[src/rtl/keypad_input.sv]
// Keypad front end: per-key 2-flop synchroniser, debounce FSM and counter,
// KEYINPUT presentation, and KEYCNT interrupt evaluation with a one-cycle IRQ pulse.
module keypad_input #(
   parameter int NKEYS           = 10,
   parameter int DEBOUNCE_CYCLES = 500000,
   parameter int CNT_W           = 19
) (
   input  logic             clk_50mhz,
   input  logic             rstn,
   input  logic [NKEYS-1:0] keys_n,
   input  logic [15:0]      keycnt,
   output logic [15:0]      keyinput,
   output logic [NKEYS-1:0] key_event,
   output logic             irq
);

   typedef enum logic {
      ST_STABLE   = 1'b0,
      ST_SETTLING = 1'b1
   } deb_state_e;

   localparam logic [CNT_W-1:0] CNT_LAST = CNT_W'(DEBOUNCE_CYCLES - 1);
   localparam logic [CNT_W-1:0] CNT_ONE  = CNT_W'(1);

   logic [NKEYS-1:0] sync1_q, sync2_q;
   logic [NKEYS-1:0] deb_q, deb_d;
   logic [NKEYS-1:0] key_event_q, key_event_d;
   deb_state_e       state_q [NKEYS];
   deb_state_e       state_d [NKEYS];
   logic [CNT_W-1:0] cnt_q   [NKEYS];
   logic [CNT_W-1:0] cnt_d   [NKEYS];

   logic [NKEYS-1:0] sel, pr;
   logic             cond, act;
   logic             cond_q;
   logic             irq_q, irq_d;
   logic             keycnt_unused;

   // A mismatch must persist for DEBOUNCE_CYCLES consecutive clocks before it is accepted.
   always_comb begin
      deb_d       = deb_q;
      key_event_d = '0;
      state_d     = state_q;
      cnt_d       = cnt_q;
      for (int i = 0; i < NKEYS; i++) begin
         case (state_q[i])
            ST_STABLE: begin
               if (sync2_q[i] != deb_q[i]) begin
                  state_d[i] = ST_SETTLING;
                  cnt_d[i]   = CNT_ONE;
               end else begin
                  cnt_d[i] = '0;
               end
            end
            ST_SETTLING: begin
               if (sync2_q[i] == deb_q[i]) begin
                  state_d[i] = ST_STABLE;
                  cnt_d[i]   = '0;
               end else if (cnt_q[i] == CNT_LAST) begin
                  deb_d[i]       = sync2_q[i];
                  key_event_d[i] = 1'b1;
                  state_d[i]     = ST_STABLE;
                  cnt_d[i]       = '0;
               end else begin
                  cnt_d[i] = cnt_q[i] + CNT_ONE;
               end
            end
            default: begin
               state_d[i] = ST_STABLE;
               cnt_d[i]   = '0;
            end
         endcase
      end
   end

   // An empty select never asserts the condition, in either mode.
   always_comb begin
      sel   = keycnt[NKEYS-1:0];
      pr    = ~deb_q & sel;
      cond  = keycnt[15] ? ((pr == sel) && (sel != '0)) : (|pr);
      act   = cond & keycnt[14];
      irq_d = act & ~cond_q;
   end

   always_ff @(posedge clk_50mhz or negedge rstn) begin
      if (!rstn) begin
         sync1_q     <= '1;
         sync2_q     <= '1;
         deb_q       <= '1;
         key_event_q <= '0;
         cond_q      <= 1'b0;
         irq_q       <= 1'b0;
         for (int i = 0; i < NKEYS; i++) begin
            state_q[i] <= ST_STABLE;
            cnt_q[i]   <= '0;
         end
      end else begin
         sync1_q     <= keys_n;
         sync2_q     <= sync1_q;
         deb_q       <= deb_d;
         key_event_q <= key_event_d;
         cond_q      <= act;
         irq_q       <= irq_d;
         for (int i = 0; i < NKEYS; i++) begin
            state_q[i] <= state_d[i];
            cnt_q[i]   <= cnt_d[i];
         end
      end
   end

   assign keycnt_unused = ^keycnt[13:NKEYS];
   assign keyinput      = {{(16-NKEYS){1'b0}}, deb_q};
   assign key_event     = key_event_q;
   assign irq           = irq_q;

endmodule

[config.mk]
export PLATFORM = sky130hd
export DESIGN_NAME = keypad_input
export DESIGN_NICKNAME = d
export VERILOG_FILES = /design/src/rtl/keypad_input.sv
export SDC_FILE = /design/constraint.sdc
export NUM_CORES = 1
export LEC_CHECK = 0
export ABC_AREA = 1
export BUFFER_PORTS_ARGS = -buffer_cell sky130_fd_sc_hd__buf_4
export CAP_MARGIN = 0
export CORE_MARGIN = 8
export CORE_UTILIZATION = 30
export DETAILED_ROUTE_END_ITERATION = 12
export HOLD_SLACK_MARGIN = 0.03
export SLEW_MARGIN = 20
export SYNTH_ARGS = -nofsm -noshare
export SYNTH_HDL_FRONTEND = slang
export SYNTH_SLANG_ARGS = --single-unit
[constraint.sdc]
create_clock -name clk_50mhz -period 2.85 [get_ports clk_50mhz]
set_input_delay 0.4275 -clock clk_50mhz [delete_from_list [all_inputs] [get_ports clk_50mhz]]
set_output_delay 0.4275 -clock clk_50mhz [all_outputs]
set_load 0.005 [all_outputs]
==> results.txt, run 1 <==
----------------------------------------------------
[Outcome]
  Status ... complete, no violations

[Timing]
  Setup repair after global routing missed its margin ... no
  Slew headroom ... 0.598
  Setup TNS ... 0 ns
  Final worst path period share ... 0.632
  Number of setup violations in the final report ... 0
  Transition at the pin with the smallest max-transition slack ... a little over 0.6 ns
  Setup clock skew after layout ... around 0.022 ns
  Final Worst Setup Slack ... 1.05 ns
  Highest achievable clock rate ... about 560 MHz
  Final-report max-slew violation count ... 0
  Count of final hold-check violations ... 0
  Period minus WS final ... roughly 1.8 ns

[Worst setup path]
  CP endpoint kind ... output port
  Category of the most critical setup path ... reg -> out
  Cell at the slowest stage of the critical path ... dfstp_2
  Ordered list of cells on the worst path ... buf_4
  Startpoint of the most critical setup path ... deb_q[7]
  Element type at the critical path start ... flip-flop
  Data arrival time of the critical path ... 1.37 ns
  Data required time of the worst path ... between 2 and 2.5 ns
  Delay of the slowest cell on the worst path ... roughly 0.66 ns
  Max Fanout on Critical Path ... 6
  CP top delay family ... flip-flops
  Worst Path Buf+Inv ... 1
  FF-to-FF Start ... cnt_q[19]

[Die]
  Height of the die ... around 220 um
  Standard-cell rows ... 76
  Floorplan die width ... roughly 220 um
  Full die area ... around 50000 sq um
  Count of boundary I/O pins ... 55
  Core area ... around 43000 sq um
  Initial Util ... 0.301

[Global routing]
  GRT Total Usage ... 0.112
  Number of antenna violations at the first check in global routing ... 0
  Pin count of the biggest net entering global routing ... 75
  Wire length of the first global-routing pass ... roughly 48 mm
  Vias in the first global route ... around 10000
  Total grt overflow ... 0

[Pwr]
  Part of the total power dissipated in combinational logic ... 0.048
  Sw frac ... 0.238
  Clock network fraction of total power ... 0.501
  Cell-internal power ... 0.00603 W
  Pleak ... between 6 and 7 nW
  Net switching power ... approximately 0.0019 W
  PwrDens ... around 530 nW/um^2
  Worst-case vdd ir drop ... approximately 0.47 mV
  Sequential Power Share ... 0.451

[Placement]
  Pre-CTS worst setup slack ... 1.08 ns
  Total of buffers placed on input and output ports ... 44
  Gpl congestion ... about 0.84
  Sum of net half-perimeters after detailed placement ... between 20 and 25 mm

[Detailed routing]
  Via-per-instance ratio ... approximately 4.4
  Via count ... around 10000
  Antenna violation net count after detailed routing ... 0
  Total routed wirelength ... between 20 and 30 mm
  Iteration-0 DRC Markers ... between 500 and 600
  Initial DRT Pass Iterations ... 5
  Routed wire per std cell ... ~12 um
  Number of remaining DRC errors ... 0

[CTS]
  Clock tree from TritonCTS ... done
  Post-cts resize count ... 0
  Level count of the clock H-tree ... 1
  Clk_lat worst skew ... 0.57 ns
  Post-CTS Setup Repair Bufs ... 0
  CTS sink cnt ... between 200 and 250
  Clock buffer depth ... 3
  Buffer type at the clock tree root ... clkbuf_16
  Number of clock buffers inserted by TritonCTS ... 29
  Clock Pin Slew Worst Setup and Hold Paths ... 0.06 ns

[Logic synthesis]
  Multiplexer fraction of the synthesized cell area ... 0
  Warning count from the yosys run ... 0
  Share of the synthesized area in compound gates (AO/OA/AOI/OAI) ... 0.0231
  Area share of fa/ha/maj cells after synthesis ... 0.00973
  Post-Syn Instances ... approximately 1700
  Number of distinct library cell variants in the gate-level netlist after synthesis ... 38
  Sequential element share of the synthesized area ... 0.474
  Fraction of the mapped netlist area in simple logic gates ... 0.364
  XOR/XNOR Fraction of Synth Area ... 0.0477
  Post-Synthesis Mean Instance Area ... about 7.5 sq um
  Combinational family with the most area after synthesis ... simple AND/OR/NAND/NOR gates
  Number of synthesized register bits ... between 200 and 250
  Post-synthesis instance area ... about 13000 sq um

[Finish]
  Combined area of the multi-input logic cells ... about 5700 sq um
  Sequential standard cell area ... 6090 sq um
  Inserted Diodes ... 0
  Filler cell count ... 4389
  Fraction of final layout cells sized beyond drive strength 1 ... 0.124
  Area growth from synthesis to final layout ... 16.5%
  Final #Nets ... about 1800

[Run]
  Number of max-capacitance violations reported ... 0

[Min path]
  Min-Delay Path Class ... in -> reg
  Source of the worst hold timing path ... keycnt[15]

----------------------------------------------------
[cell usage after synthesis (all sizes together)]
| master | instances | area (sq um) |
|---|---|---|
| a21oi | 12 | 60.1 |
| a31oi | 1 | 6.26 |
| dfrtp | 212 | 5310 |
| buf | 16 | 143 |
| inv | 239 | 897 |
| o22ai | 2 | 12.5 |
| nor2 | 429 | 1840 |
| nand3b | 7 | 52.6 |
| ha | 10 | 125 |
| clkinv | 1 | 3.75 |
| and3 | 1 | 6.26 |
| xor2 | 69 | 604 |
| nand3 | 94 | 488 |
| dfstp | 30 | 788 |
| nand2 | 447 | 1740 |
| or2 | 9 | 56.3 |
| xnor2 | 1 | 8.76 |
| o21ai | 30 | 158 |
| nor3b | 7 | 57.6 |
| nand4 | 17 | 106 |
| conb | 1 | 3.75 |
| nor4 | 1 | 6.26 |
| nor3 | 66 | 330 |
| o21a | 8 | 60.1 |
| and2 | 1 | 6.26 |
[final timing paths]
check	endpoint	slack [ns]	depth (start not counted)
setup / recovery	keyinput[7]	1.05	1
hold / removal	cond_q	0.13	4
setup reg to reg	cnt_q[35]	1.13	10
hold reg to reg	sync2_q[0]	0.34	0
max in group asynchronous	deb_q[4]	1.63	3
min in group asynchronous	cnt_q[13]	0.44	2
[logic make-up (layout without fill, tap and decap cells)]
kind of cell	Yosys count	after routing
simple gates	1079	1079
buf+inv	256	352
flops	242	242
xor+xnor	70	70
compound gates	53	53
fa+ha+maj	10	10
other cells	1	6
[per-stage QoR]
| stage | util | instance area [sq um] | power [W] | instances | hold WS [ns] |
|---|---|---|---|---|---|
| global placement | 0.324 | 13800 | 0.00399 | 2293 | 0.346 |
| floorplan | - | 12900 | 0.00385 | 1716 | 0.132 |
| global route | 0.351 | 15000 | 0.00826 | 2358 | 0.110 |
| finish | 0.351 | 15000 | 0.00790 | 2358 | 0.132 |
| CTS | 0.351 | 15000 | 0.00807 | 2358 | 0.0901 |
| detailed placement | 0.324 | 13800 | 0.00401 | 2293 | 0.347 |
[routing by layer]
metal	up-vias	routed length [um]	track usage
met1	4838	13300	0.150
met4	0	575	0.0261
met3	39	1090	0.0207
li1	5394	-	-
met5	-	0	0
met2	148	12400	0.187
[power by group through the flow]
| stage | combinational, W | sequential (W) | clock [W] |
|---|---|---|---|
| after floorplan | 0.000232 | 0.00361 | 0 |
| after global placement | 0.000368 | 0.00362 | 0 |
| after detailed placement | 0.000378 | 0.00363 | 0 |
| after CTS | 0.000391 | 0.00357 | 0.00411 |
| after global routing | 0.000439 | 0.00357 | 0.00425 |
| final | 0.000377 | 0.00357 | 0.00396 |
[timing repair]
action	4_1_cts	5_1_grt
endpoints found under the setup margin	0	0
hold buffers	11	0
endpoints found under the hold margin	73	0
[final cells by class]
class | count | area share
clock buffer | 34 | 0.0530
timing repair buffer | 58 | 0.0339
inverter | 240 | 0.0601
sequential | 242 | 0.407
clock inverter | 20 | 0.0170
multi-input combinational | 1218 | 0.383
tap | 546 | 0.0456
[cell usage in the layout, fill, tap and decap left out, types with 2 or more instances in the layout]
master and instances:
inv_1 230, a21oi_1 12, bufinv_16 4, nor3_1 66
buf_12 3, nor2_1 372, or2_1 7, clkbuf_8 5
or2_2 2, xor2_1 69, nor3b_1 6, dfrtp_1 212
ha_1 10, clkinv_4 3, clkinv_2 3, dfstp_2 30
o21a_1 8, o21ai_0 25, o21ai_1 3, buf_4 43
nand4_1 17, o21ai_2 2, conb_1 6, nand3_1 92
nor2_2 41, inv_6 2, clkbuf_16 29, o22ai_1 2
clkinvlp_4 6, dlygate4sd3_1 11, nand2_1 426, inv_2 9
nor2_4 15, nand2_2 20, nand3b_1 7
[sequential cells by signal, indices dropped and copies added, names as in the netlist]
| name | cells |
|---|---|
| irq | 1 |
| sync1_q | 10 |
| deb_q | 10 |
| state_q | 10 |
| cond_q | 1 |
| key_event | 10 |
| sync2_q | 10 |
| cnt_q | 190 |
Power figures use the tool's default switching activity.
==> run 2, diff against run 1 <==
==> constraint.sdc (replaced) <==
create_clock -name clk_50mhz -period 1.8 [get_ports clk_50mhz]
set_input_delay 0.27 -clock clk_50mhz [delete_from_list [all_inputs] [get_ports clk_50mhz]]
set_output_delay 0.27 -clock clk_50mhz [all_outputs]
set_load 0.005 [all_outputs]
==> results.txt, run 2 (synthesis gave the netlist of run 1 again) <==
----------------------------------------------------
[Outcome]
  Status ... complete, no violations

[Pwr]
  Cell-internal power ... around 0.010 W
  Sequential Power Share ... 0.439
  PwrDens ... approximately 840 nW/um^2
  Sw frac ... 0.223
  Part of the total power dissipated in combinational logic ... 0.050
  Worst-case vdd ir drop ... between 0.7 and 0.8 mV
  Net switching power ... about 0.0029 W
  Pleak ... 6.90 nW
  Total power ... approximately 0.013 W
  Clock network fraction of total power ... 0.510

[Run]
  Number of max-capacitance violations reported ... 0

[Timing]
  Final-report max-slew violation count ... 0
  Setup clock skew after layout ... 0.0242 ns
  Fin Hold WS ... 0.189 ns
  Period minus WS final ... 1.67 ns
  Highest achievable clock rate ... approximately 600 MHz
  Setup TNS ... 0 ns
  Final worst path period share ... 0.928
  Setup repair after global routing missed its margin ... no
  Count of final hold-check violations ... 0
  Number of setup violations in the final report ... 0

[Die]
  Floorplan die width ... between 200 and 250 um
  Core area ... ~43000 sq um
  Full die area ... 49800 sq um
  Count of boundary I/O pins ... 55
  Height of the die ... about 220 um
  Initial Util ... 0.301
  Standard-cell rows ... 76

[CTS]
  Clk_lat worst skew ... 0.58 ns
  Level count of the clock H-tree ... 1
  Clock tree from TritonCTS ... done
  Buffer type at the clock tree root ... clkbuf_16
  Number of clock buffers inserted by TritonCTS ... 29
  Clock Pin Slew Worst Setup and Hold Paths ... around 0.06 ns
  CTS sink cnt ... around 240
  Clock buffer depth ... 3

[Global routing]
  Total grt overflow ... 0
  Number of antenna violations at the first check in global routing ... 0
  Pin count of the biggest net entering global routing ... between 40 and 50
  GRT Total Usage ... 0.111
  Vias in the first global route ... 10100
  Wire length of the first global-routing pass ... ~47 mm

[Detailed routing]
  Antenna violation net count after detailed routing ... 0
  Via count ... 10400
  Routed wire per std cell ... between 10 and 15 um
  Number of remaining DRC errors ... 0
  Initial DRT Pass Iterations ... 5
  Iteration-0 DRC Markers ... between 600 and 700
  Total routed wirelength ... ~27 mm
  Via-per-instance ratio ... approximately 4.4

[Finish]
  Filler cell count ... 4408
  Fraction of final layout cells sized beyond drive strength 1 ... 0.130
  Area growth from synthesis to final layout ... 18.3%
  Commonest cells after routing, fill and taps aside ... 426 x nand2_1, 372 x nor2_1, 230 x inv_1
  Flip-flop count of the largest register, all copies and words added ... 190
  Inserted Diodes ... 0
  Most common cell after layout, fill and taps aside ... nand2_1
  Final cell utilization of the core ... 0.356
  Largest register by flop count ... cnt_q
  Final #Nets ... 1847
  Final Instance Area ... ~15000 sq um

[Worst setup path]
  Capture point of the critical path ... keyinput[7]
  Worst Path Buf+Inv ... 2
  Element type at the critical path start ... flip-flop
  CP endpoint kind ... output port
  Cells on worst reg2reg path ... 9
  Startpoint of the most critical setup path ... deb_q[7]
  Max Fanout on Critical Path ... 5
  Category of the most critical setup path ... reg -> out
  Cell at the slowest stage of the critical path ... dfstp_2
  Data arrival time of the critical path ... approximately 1.4 ns
  Delay of the slowest cell on the worst path ... between 0.5 and 0.6 ns
  Number of cells on the critical path ... 2
  Data required time of the worst path ... around 1.5 ns
  FF-to-FF Start ... cnt_q[152]
  Ordered list of cells on the worst path ... buf_4 -> buf_4
  R2r setup slk ... 0.18 ns
  CP top delay family ... flip-flops
  Library cell appearing most often on the critical path ... buf_4
  Reg-to-reg endpoint ... cnt_q[160]

[Placement]
  Sum of net half-perimeters after detailed placement ... just over 20 mm
  Total of buffers placed on input and output ports ... 44
  Placed cell area ... ~14000 sq um
  Gpl congestion ... 0.851

[Min path]
  Min-Delay Path Class ... in -> reg

----------------------------------------------------
[run 2: cell count changes in the layout (fill, tap and decap cells not counted)]
cell and delta:
nor3_2 +1, clkinv_2 +2, clkbuf_1 +5, clkinvlp_4 -5, inv_6 -1, buf_4 +15
dlygate4sd3_1 +2, inv_8 -1, nor3_1 -1, clkinv_4 -3, buf_12 +3, bufinv_16 +3
[run 2: per-layer routing]
metal	GRT usage	part of all wire	vias to the layer above	routed length (um)
met5	0	0	-	0
met4	0.0293	0.023	0	638
met3	0.0231	0.040	37	1090
met2	0.183	0.45	105	12300
met1	0.147	0.49	4788	13300
li1	-	-	5425	-
[run 2: layout make-up]
type,instances,area [sq um],area share
repair buffers,78,701,0.0461
flip-flops and latches,242,6090,0.401
clock inverters,15,272,0.0178
inverters,240,901,0.0592
clock buffers,39,813,0.0535
well taps,546,683,0.0449
multi-input cells,1218,5750,0.378
[run 2: repair_timing]
action,in CTS,in global routing
setup buffers,0,0
gates resized for setup,0,1
endpoints found under the hold margin,231,0
hold buffers,13,0
endpoints found under the setup margin,0,1
[run 2: power by group through the flow]
stage	Sequential, W	Clock, W	Combinational (W)
floorplan	0.00572	0	0.000367
global placement	0.00574	0	0.000628
detailed placement	0.00574	0	0.000643
CTS	0.00565	0.00678	0.000669
global route	0.00566	0.00696	0.000750
finish	0.00565	0.00656	0.000646
[run 2: worst reg2reg max path, stage by stage, from the launching register on]
cell     delay [ns]
dfrtp_1        0.37
ha_1           0.18
nand2_1        0.12
nor2_4         0.18
inv_2          0.05
nor2_1         0.09
nand2_1        0.07
nand2_2        0.20
buf_4          0.19
nor3_1         0.05
[run 2: worst min-delay path by stage]
stage                    from      endpoint  slack [ns]  cells after the start
finish              keycnt[1]           irq        0.19                      8
global route             rstn  key_event[3]        0.20                      2
CTS                 keycnt[1]           irq        0.15                      8
detailed placement       rstn     cnt_q[15]        0.21                      1
global placement         rstn     cnt_q[15]        0.21                      1
floorplan                rstn      cnt_q[0]       -0.03                      0
[run 2: stage by stage]
stage	worst slack [ns]	instances
detailed placement	0.166	2311
global placement	0.208	2311
global route	0.0104	2378
finish	0.129	2378
CTS	0.103	2378
floorplan	0.422	1716
